==> config.mk <==
export PLATFORM = sky130hd
export DESIGN_NAME = rob_retire_multi
export DESIGN_NICKNAME = d
export VERILOG_FILES = /design/src/rtl/rob_retire_multi.sv
export SDC_FILE = /design/constraint.sdc
export NUM_CORES = 2
export LEC_CHECK = 0
export BUFFER_PORTS_ARGS = -buffer_cell sky130_fd_sc_hd__buf_2
export CAP_MARGIN = 20
export CORE_AREA = 2 2 433 435
export CTS_CLUSTER_DIAMETER = 150
export DETAILED_ROUTE_END_ITERATION = 6
export DIE_AREA = 0 0 435 437
export HOLD_SLACK_MARGIN = 0.02
export PLACE_DENSITY = 0.65
export SYNTH_ARGS = -nofsm -noshare
export SYNTH_HDL_FRONTEND = slang
export SYNTH_SLANG_ARGS = --single-unit
export TNS_END_PERCENT = 5
==> constraint.sdc <==
create_clock -name clk -period 6.03 [get_ports clk]
set_input_delay 0.3015 -clock clk [delete_from_list [all_inputs] [get_ports clk]]
set_output_delay 0.3015 -clock clk [all_outputs]
set_load 0.02 [all_outputs]
==> src/rtl/rob_retire_multi.sv <==
// Reorder buffer with multi-lane in-order retire; allocate/writeback take effect next edge, retire is combinational off registered state.
// Backpressure: alloc_ready drops when full or flushing; a head store stalls retirement until st_ready.
module rob_retire_multi #(
    parameter int DEPTH        = 16,
    parameter int WB_PORTS     = 2,
    parameter int RETIRE_WIDTH = 2,
    parameter int DATA_W       = 32,
    parameter int TAG_W        = 6,
    parameter int PC_W         = 32,
    localparam int IDX_W       = $clog2(DEPTH)
) (
    input  logic                          clk,
    input  logic                          rst,
    input  logic                          alloc_valid,
    output logic                          alloc_ready,
    input  logic                          alloc_has_dest,
    input  logic                          alloc_is_store,
    input  logic [TAG_W-1:0]              alloc_dest,
    input  logic [TAG_W-1:0]              alloc_old,
    output logic [IDX_W-1:0]              alloc_idx,
    input  logic [WB_PORTS-1:0]           wb_valid,
    input  logic [WB_PORTS*IDX_W-1:0]     wb_idx,
    input  logic [WB_PORTS*DATA_W-1:0]    wb_value,
    input  logic [WB_PORTS-1:0]           wb_mispredict,
    input  logic [WB_PORTS*PC_W-1:0]      wb_target,
    output logic [RETIRE_WIDTH-1:0]       ret_valid,
    output logic [RETIRE_WIDTH*TAG_W-1:0] ret_dest,
    output logic [RETIRE_WIDTH*TAG_W-1:0] ret_free,
    output logic [RETIRE_WIDTH*DATA_W-1:0] ret_value,
    output logic [RETIRE_WIDTH-1:0]       ret_wr_en,
    output logic                          st_valid,
    input  logic                          st_ready,
    output logic                          flush_valid,
    output logic [PC_W-1:0]               flush_pc,
    output logic [IDX_W:0]                count
);

    logic [IDX_W:0]     head, tail;
    logic [IDX_W-1:0]   head_idx, tail_idx;
    logic [DEPTH-1:0]   ent_valid, ent_done, ent_has_dest, ent_is_store, ent_mispredict;
    logic [TAG_W-1:0]   ent_dest   [DEPTH];
    logic [TAG_W-1:0]   ent_old    [DEPTH];
    logic [DATA_W-1:0]  ent_value  [DEPTH];
    logic [PC_W-1:0]    ent_target [DEPTH];
    logic [IDX_W-1:0]   lane_idx   [RETIRE_WIDTH];
    logic [IDX_W:0]     ret_cnt;
    logic               chain_ok;
    logic               alloc_fire;

    assign head_idx    = head[IDX_W-1:0];
    assign tail_idx    = tail[IDX_W-1:0];
    assign count       = tail - head;
    assign alloc_ready = (count != (IDX_W+1)'(DEPTH)) && !flush_valid;
    assign alloc_idx   = tail_idx;
    assign alloc_fire  = alloc_valid && alloc_ready;
    assign st_valid    = ent_valid[head_idx] && ent_done[head_idx] && ent_is_store[head_idx];

    always_comb begin
        for (int k = 0; k < RETIRE_WIDTH; k++) begin
            lane_idx[k] = head_idx + IDX_W'(k);
        end
    end

    // Lanes retire as an unbroken prefix from head; a store or mispredict ends the prefix.
    always_comb begin
        ret_valid   = '0;
        ret_wr_en   = '0;
        ret_dest    = '0;
        ret_free    = '0;
        ret_value   = '0;
        flush_valid = 1'b0;
        flush_pc    = '0;
        ret_cnt     = '0;
        chain_ok    = 1'b1;
        for (int k = 0; k < RETIRE_WIDTH; k++) begin
            if (chain_ok && (k < int'(count)) &&
                ent_valid[lane_idx[k]] && ent_done[lane_idx[k]] &&
                ((k == 0) ? (!ent_is_store[lane_idx[k]] || st_ready)
                          : !ent_is_store[lane_idx[k]])) begin
                ret_valid[k]                  = 1'b1;
                ret_wr_en[k]                  = ent_has_dest[lane_idx[k]] && !ent_is_store[lane_idx[k]];
                ret_dest[k*TAG_W +: TAG_W]    = ent_dest[lane_idx[k]];
                ret_free[k*TAG_W +: TAG_W]    = ent_old[lane_idx[k]];
                ret_value[k*DATA_W +: DATA_W] = ent_value[lane_idx[k]];
                ret_cnt                       = (IDX_W+1)'(k + 1);
                if (ent_mispredict[lane_idx[k]]) begin
                    flush_valid = 1'b1;
                    flush_pc    = ent_target[lane_idx[k]];
                    chain_ok    = 1'b0;
                end
                if (ent_is_store[lane_idx[k]]) begin
                    chain_ok = 1'b0;
                end
            end else begin
                chain_ok = 1'b0;
            end
        end
    end

    always_ff @(posedge clk or negedge rst) begin
        if (!rst) begin
            head      <= '0;
            tail      <= '0;
            ent_valid <= '0;
            ent_done  <= '0;
        end else begin
            for (int p = 0; p < WB_PORTS; p++) begin
                if (wb_valid[p] && ent_valid[wb_idx[p*IDX_W +: IDX_W]]) begin
                    ent_done[wb_idx[p*IDX_W +: IDX_W]] <= 1'b1;
                end
            end
            for (int k = 0; k < RETIRE_WIDTH; k++) begin
                if (ret_valid[k]) begin
                    ent_valid[lane_idx[k]] <= 1'b0;
                    ent_done[lane_idx[k]]  <= 1'b0;
                end
            end
            if (alloc_fire) begin
                ent_valid[tail_idx] <= 1'b1;
                ent_done[tail_idx]  <= 1'b0;
                tail                <= tail + 1'b1;
            end
            head <= head + ret_cnt;
            // The mispredicting lane is always the last retired, so head + ret_cnt is one past it.
            if (flush_valid) begin
                ent_valid <= '0;
                ent_done  <= '0;
                tail      <= head + ret_cnt;
            end
        end
    end

    // Payload needs no reset: it is only observed behind valid/done.
    always_ff @(posedge clk) begin
        for (int p = 0; p < WB_PORTS; p++) begin
            if (wb_valid[p] && ent_valid[wb_idx[p*IDX_W +: IDX_W]]) begin
                ent_value[wb_idx[p*IDX_W +: IDX_W]]      <= wb_value[p*DATA_W +: DATA_W];
                ent_mispredict[wb_idx[p*IDX_W +: IDX_W]] <= wb_mispredict[p];
                ent_target[wb_idx[p*IDX_W +: IDX_W]]     <= wb_target[p*PC_W +: PC_W];
            end
        end
        if (alloc_fire) begin
            ent_has_dest[tail_idx]   <= alloc_has_dest;
            ent_is_store[tail_idx]   <= alloc_is_store;
            ent_dest[tail_idx]       <= alloc_dest;
            ent_old[tail_idx]        <= alloc_old;
            ent_mispredict[tail_idx] <= 1'b0;
        end
    end

endmodule

Word level (Yosys, flattened, before mapping)

Memory sizes are Yosys's and may differ from the RTL's.
Index checks and enable logic that the tools add are counted.

Memory bits (writable): 1216
Input port bits: 158
Latch bits: 0
Memories kept: 4
Output and inout port bits: 136
Bits in read-only memories: 0
Logic and storage cells: 147
Flip-flop bits (word level): 90

Memories:

| name       | depth | bits a word | read ports | clocked after Yosys merged registers in | wr ports | RTL line | source |
|---|---|---|---|---|---|---|---|
| ent_target | 16    | 32          | 2          | 0                                       | 2        | 44       | `logic [PC_W-1:0] ent_target [DEPTH];` |
| ent_value  | 16    | 32          | 2          | 0                                       | 2        | 43       | `logic [DATA_W-1:0] ent_value [DEPTH];` |
| ent_dest   | 16    | 6           | 2          | 0                                       | 1        | 41       | `logic [TAG_W-1:0] ent_dest [DEPTH];` |
| ent_old    | 16    | 6           | 2          | 0                                       | 1        | 42       | `logic [TAG_W-1:0] ent_old [DEPTH];` |

Muxes and demuxes: 82
Bitwise gates (word level): 12
Div/mod/pow operators: 0
Shift-type cells: 0
$lt $le $gt $ge: 12
Reductions and logical operators: 25
Equal/unequal tests: 1
Multipliers: 0
Add/sub/neg operators: 4

Operator list:

| operator              | number |
|---|---|
| $mux W16              | 13 |
| $mux W32              | 6 |
| $and A16 B16 Y16      | 6 |
| $bwmux W16            | 4 |
| $bmux W1 S4           | 12 |
| $not A16 Y16          | 3 |
| $or A16 B16 Y16       | 3 |
| $mux W1               | 35 |
| $lt A4 B5 Y1 const B  | 5 |
| $mux W6               | 4 |
| $demux W1 S4          | 5 |
| $ge A4 B1 Y1 const B  | 5 |
| $logic_and A1 B1 Y1   | 20 |
| $mux W5               | 3 |
| $lt A1 B5 Y1 const A  | 2 |
| $add A5 B1 Y5 const B | 1 |
| $add A5 B5 Y5         | 1 |
| $ne A5 B5 Y1 const B  | 1 |
| $sub A5 B5 Y5         | 1 |
| $add A4 B1 Y4 const B | 1 |
| $logic_not A1 Y1      | 3 |
| $reduce_bool A2 Y1    | 1 |
| $logic_or A1 B1 Y1    | 1 |

Longest topological paths before layout

Depth in word-level cells: 16
Gate-level depth with buffers: 19
Depth with buffers taken out: 16

Worst setup path before layout

Ideal clock, no wire load.

Path kind: flip-flop to flip-flop
From: register head[3]
To: register tail[4]
Data required time: 5.905 ns
Stages on the path, launching flop included: 17
Library setup time: 0.125 ns
Clock period less this slack: 4.370 ns
Slack: 1.660 ns
Arrival time: 4.245 ns
Buffers on the path: 4
Cells stage by stage: dfrtp_1 -> clkbuf_1 -> clkbuf_1 -> inv_2 -> buf_1 -> ha_1 -> or4b_2 -> mux2i_1 -> a211oi_2 -> nand2_1 -> clkbuf_1 -> nor2_1 -> ha_1 -> fa_1 -> nand2_1 -> xnor2_1 -> mux2_4

Word-level cells in the longest chain between the ends: 15
Elaborated cells on any way between the ends: 46
Classes of those cells: add/sub (3); order compare (2); eq/ne (1); mux (26); reduce/logical (14)

RTL lines:

| element                                                | RTL line | source |
|---|---|---|
| from (decl)                                            | 38       | `logic [IDX_W:0] head, tail;` |
| from (signal assigned)                                 | 123      | `head <= head + ret_cnt;` |
| branches (longest 15 deep; another with $sub A5 B5 Y5) | n/a      |  |
| to (signal assigned)                                   | 121      | `tail <= tail + 1'b1;` |
| to (signal assigned)                                   | 128      | `tail <= head + ret_cnt;` |
| to (decl)                                              | 38       |  |

Parallel ways; which one is timed is not known. The select of a mux whose other input is x is not followed.
A chain may end at the register's enable or synchronous reset.

Worst setup path in the final report

From: register head[0]
To: output alloc_ready

Word-level cells in the longest chain between the ends: 13
Elaborated cells on any way between the ends: 40
Classes of those cells: add/sub (2); order compare (2); eq/ne (1); mux (23); reduce/logical (12)

RTL lines:

| element                                                   | RTL line | source |
|---|---|---|
| $sub A5 B5 Y5 (tied with other cells)                     | 52       | `assign count = tail - head;` |
| $lt A1 B5 Y1 (tied with other cells)                      | 76       | `if (chain_ok && (k < int'(count)) &&` |
| $logic_and A1 B1 Y1 or $logic_not A1 Y1 (tied branches)   | 76, 78   |  |
| $logic_and A1 B1 Y1 or $logic_or A1 B1 Y1 (tied branches) | 77, 78   |  |
| $logic_and A1 B1 Y1                                       | 77       | `ent_valid[lane_idx[k]] && ent_done[lane_idx[k]] &&` |
| $mux W1                                                   | 76       |  |
| $logic_and A1 B1 Y1 (2 in series)                         | 76       |  |
| $logic_and A1 B1 Y1 (2 in series)                         | 77       |  |
| $mux W1                                                   | 76       |  |
| $logic_not A1 Y1                                          | 53       | `assign alloc_ready = (count != (IDX_W+1)'(DEPTH)) && !flush_valid;` |
| $logic_and A1 B1 Y1 (*)                                   | 53       |  |
| to (decl)                                                 | 15       | `output logic alloc_ready,` |

Mark *: on every way between the ends. The rest lies on a longest branch, timed or not. The select of a mux whose other input is x is not followed.

==> results.py <==
metrics = {
    "clock_network": {
        "cts_buffers": 148,
        "cts_tree": "done",
        "clk_latency_ps": 790,
        "clk_pin_slew_ps": 60,
        "cts.sinks": 1306,
        "cts_hold_buf": 172,
        "cts-root-buf": "clkbuf_16",
        "cts_setup_buffers": 0,
        "ctsLongestPathBuffers": 3,
        "cts-resized-gates": 0,
        "h-tree-depth": 4,
    },
    "pwr": {
        "power_density_nw_per_um2": 452.0,
        "internal-power_mw": 24.18,
        "p_leak_nw": 28.53,
        "power_frac_comb_pct": 48.5,
        "irDropWorstVdd_mv": 0.8505,
        "total_power_mw": 38.15,
        "seqPwrFrac_pct": 28.7,
        "p_switching_mw": 13.97,
        "sw_frac_of_total_pct": 36.61,
        "clkPwrFrac_pct": 22.8,
    },
    "critical_path": {
        "r2r_slack_ps": 870,
        "cp_max_fo": 40,
        "r2r_start": "head[0]",
        "reg2regPathDepth": 13,
        "r2r_end": "ent_mispredict[10]",
        "worstSetupPathType": "flop to primary output",
        "endpoint": "alloc_ready",
        "worstSetupEndpointType": "primary output",
        "arrival_ps": 5430,
        "cp.required_ps": 5730,
        "setup.worst_path.start": "head[0]",
        "crit_path_start_kind": "flop",
    },
    "logic_synthesis": {
        "syn_avg_cell_area_um2": 17.58,
        "synth_ff_type": "edfxtp_1",
        "synth.top_cell.area_share_pct": 50.67,
        "synth-warning-count": 0,
        "yosysUniqueCellTypes": 70,
        "synth_area_um2": 73960,
        "syn-num-nets": 4381,
        "synth_cells": 4207,
        "yosysTopAreaCell": "edfxtp_1",
        "synth.yosys.seq_area_share_pct": 52.53,
        "ys_seq_elements": 1306,
        "synthArstFlopShare_pct": 3.216,
        "synth_edf_count": 1248,
        "synthTopCellsByArea": "edfxtp_1 51%, mux4_2 24%, mux2_2 16%",
    },
    "sta": {
        "layout_min_cycle_time_ps": 5728,
        "tightest_slew_ps": 1141,
        "slew_viol_final": 0,
        "max_slew_margin_pct": 23.94,
        "finalSetupViolCount": 0,
        "hold_viol_final": 0,
        "timing.fmax_mhz": 174.6,
        "fin_crit_sh_pct": 94.99,
        "rsz0062_at_grt": "no",
        "fin_setup_tns_ps": 0,
        "hold_ws_ps": 60.72,
        "fin_skew_ps": 29.93,
    },
    "global_route": {
        "use_met3_pct": 4.145,
        "overflow": 0,
        "antenna_found_initial": 48,
        "grt_use_total_pct": 24.84,
        "grt_max_degree": 143,
        "grt_pass1_vias": 45840,
        "grt_pass1_wl_um": 342100,
        "top_usage_layer": "met2",
        "met2_usage_pct": 41.51,
        "met1_usage_pct": 32.48,
    },
    "die": {
        "die_w_um": 435,
        "core_um2": 185000,
        "rows": 158,
        "chipHeight_um": 437,
        "ios": 294,
        "dieArea_um2": 190100,
        "start_util_pct": 39.97,
    },
    "cells_and_area": {
        "nNetsFinal": 4627,
        "final_util_pct": 45.62,
        "syn2layout_area_growth_pct": 14.14,
        "nFillCells": 15980,
        "drive_gt1_share_pct": 54.65,
    },
    "route": {
        "vias": 45000,
        "drc": 0,
        "first_iter_violations": 4780,
        "ant_nets": 0,
        "drtPass1Iterations": 6,
        "viasPerCell": 6.366,
        "wl_per_cell_um": 33.77,
        "drt_wl_total_um": 238700,
    },
    "job": {
        "cap_viol_max_count": 0,
    },
    "worst_hold_path": {
        "hold_class": "input pin to flop",
    },
    "run_status": {
        "status": "completed",
    },
    "placement": {
        "dp_hpwl_um": 134000,
        "place_congestion": 0.8997,
        "io_buffers": 293,
    },
}
per-stage QoR:
stage,instance area [µm²],setup WS [ps],cells
after floorplan,73960,1660,4207
after global placement,78000,1068,6607
after detailed placement,78020,1090,6608
after CTS,84310,220.7,7048
after global routing,84400,129.2,7061
final,84420,302.2,7069
registers in the layout, summed over array words and instances, names as in the netlist:
register and flops:
ent_has_dest 16, ent_dest 96, ent_valid 16, ent_is_store 16
head 5, tail 5, ent_done 16, ent_target 512
ent_mispredict 16, ent_value 512, ent_old 96
power by group through the flow:
| stage | Combinational [mW] | Clock, mW | Sequential (mW) |
|---|---|---|---|
| 2_1_floorplan | 13.2 | 0 | 10.9 |
| 3_3_place_gp | 18.5 | 0 | 11.1 |
| 3_5_place_dp | 18.5 | 0 | 11.1 |
| 4_1_cts | 18.7 | 8.81 | 10.9 |
| 5_1_grt | 19.6 | 9.14 | 11.0 |
| 6_report | 18.5 | 8.71 | 10.9 |
synthesized netlist by cell type (5+ instances only):
cell and instances:
o22ai_1 37, nand3_1 30, nor3_1 6, mux4_2 798, nor4_2 9, a21oi_1 20
nor2_1 44, dfxtp_1 16, inv_2 5, edfxtp_1 1248, ha_1 14, xnor2_1 11
nor2b_1 10, mux2_2 1027, inv_1 81, nand2_1 75, a211oi_1 15, nand4_1 8
o21ai_0 7, nand4b_1 6, o21bai_1 10, clkbuf_1 361, mux2i_1 20, buf_1 88
buf_2 19, dfrtp_1 42, and3_1 104, buf_4 8
kinds of logic (layout without fill, tap and decap cells):
group,after synthesis,in the layout,share of synthesized area (%)
flip-flops,1306,1306,52.53
buffers and inverters,564,928,2.945
AO/OA/AOI/OAI,129,129,1.232
AND/OR/NAND/NOR,328,328,2.538
adder cells (fa/ha/maj),16,16,0.2910
other,0,18,0
XOR/XNOR,15,15,0.1776
multiplexers,1849,1849,40.29
placed cells by master, fill, tap and decap left out, types with 7 or more instances in the layout:
master and count:
ha_1 13, diode_2 18, inv_1 81, xnor2_1 10, clkinv_2 24, nand4_1 8, edfxtp_1 1248, o21ai_0 7
nor4_2 9, o22ai_1 37, clkinv_1 32, mux2_2 1027, nand2_4 28, a21oi_1 20, clkbuf_16 150, nor2b_1 10
dfrtp_1 39, a211oi_1 15, and3_1 104, buf_12 17, clkbuf_1 39, o21bai_1 10, buf_2 293, dfxtp_1 16
mux4_2 798, nand3_1 25, buf_4 88, nor2_1 42, dlygate4sd3_1 173, nand2_1 47, mux2i_1 20
worst max-delay path, stage by stage, from the launching register on:
cell      delay, ps
dfrtp_4         600
ha_1            230
inv_1            60
fa_1            410
xor2_1          210
or4b_2          610
mux2i_1         420
a211oi_4        170
o211ai_1        180
buf_12          300
and2_1          480
inv_2           390
a21oi_1         330
buf_2           220
worst min-delay path by stage:
stage                  startpoint                 to  cells past startpoint
floorplan                     rst        ent_done[0]                      0
global placement              rst            tail[1]                      1
detailed placement        head[4]            head[4]                      1
CTS                 wb_target[49]  ent_target[0][17]                      2
global route        wb_target[59]  ent_target[0][27]                      2
finish               wb_value[50]   ent_value[2][18]                      2
area by class of cell:
type	count	area [µm²]	area share, %
Sequential cell	1306	38860	46.03
Inverter	87	334.1	0.3957
Timing Repair Buffer	573	4242	5.025
Clock inverter	79	675.6	0.8004
Clock buffer	189	3900	4.620
Antenna cell	18	45.04	0.05336
Multi-Input combinational cell	2337	33260	39.40
Tap cell	2480	3103	3.676
per-layer routing:
metal | up-vias | routed length (µm)
met5 | - | 148
met4 | 24 | 10350
met3 | 526 | 17450
met2 | 2293 | 117900
met1 | 24090 | 92920
li1 | 18070 | -
No activity file was read; power rests on OpenSTA's default activity.
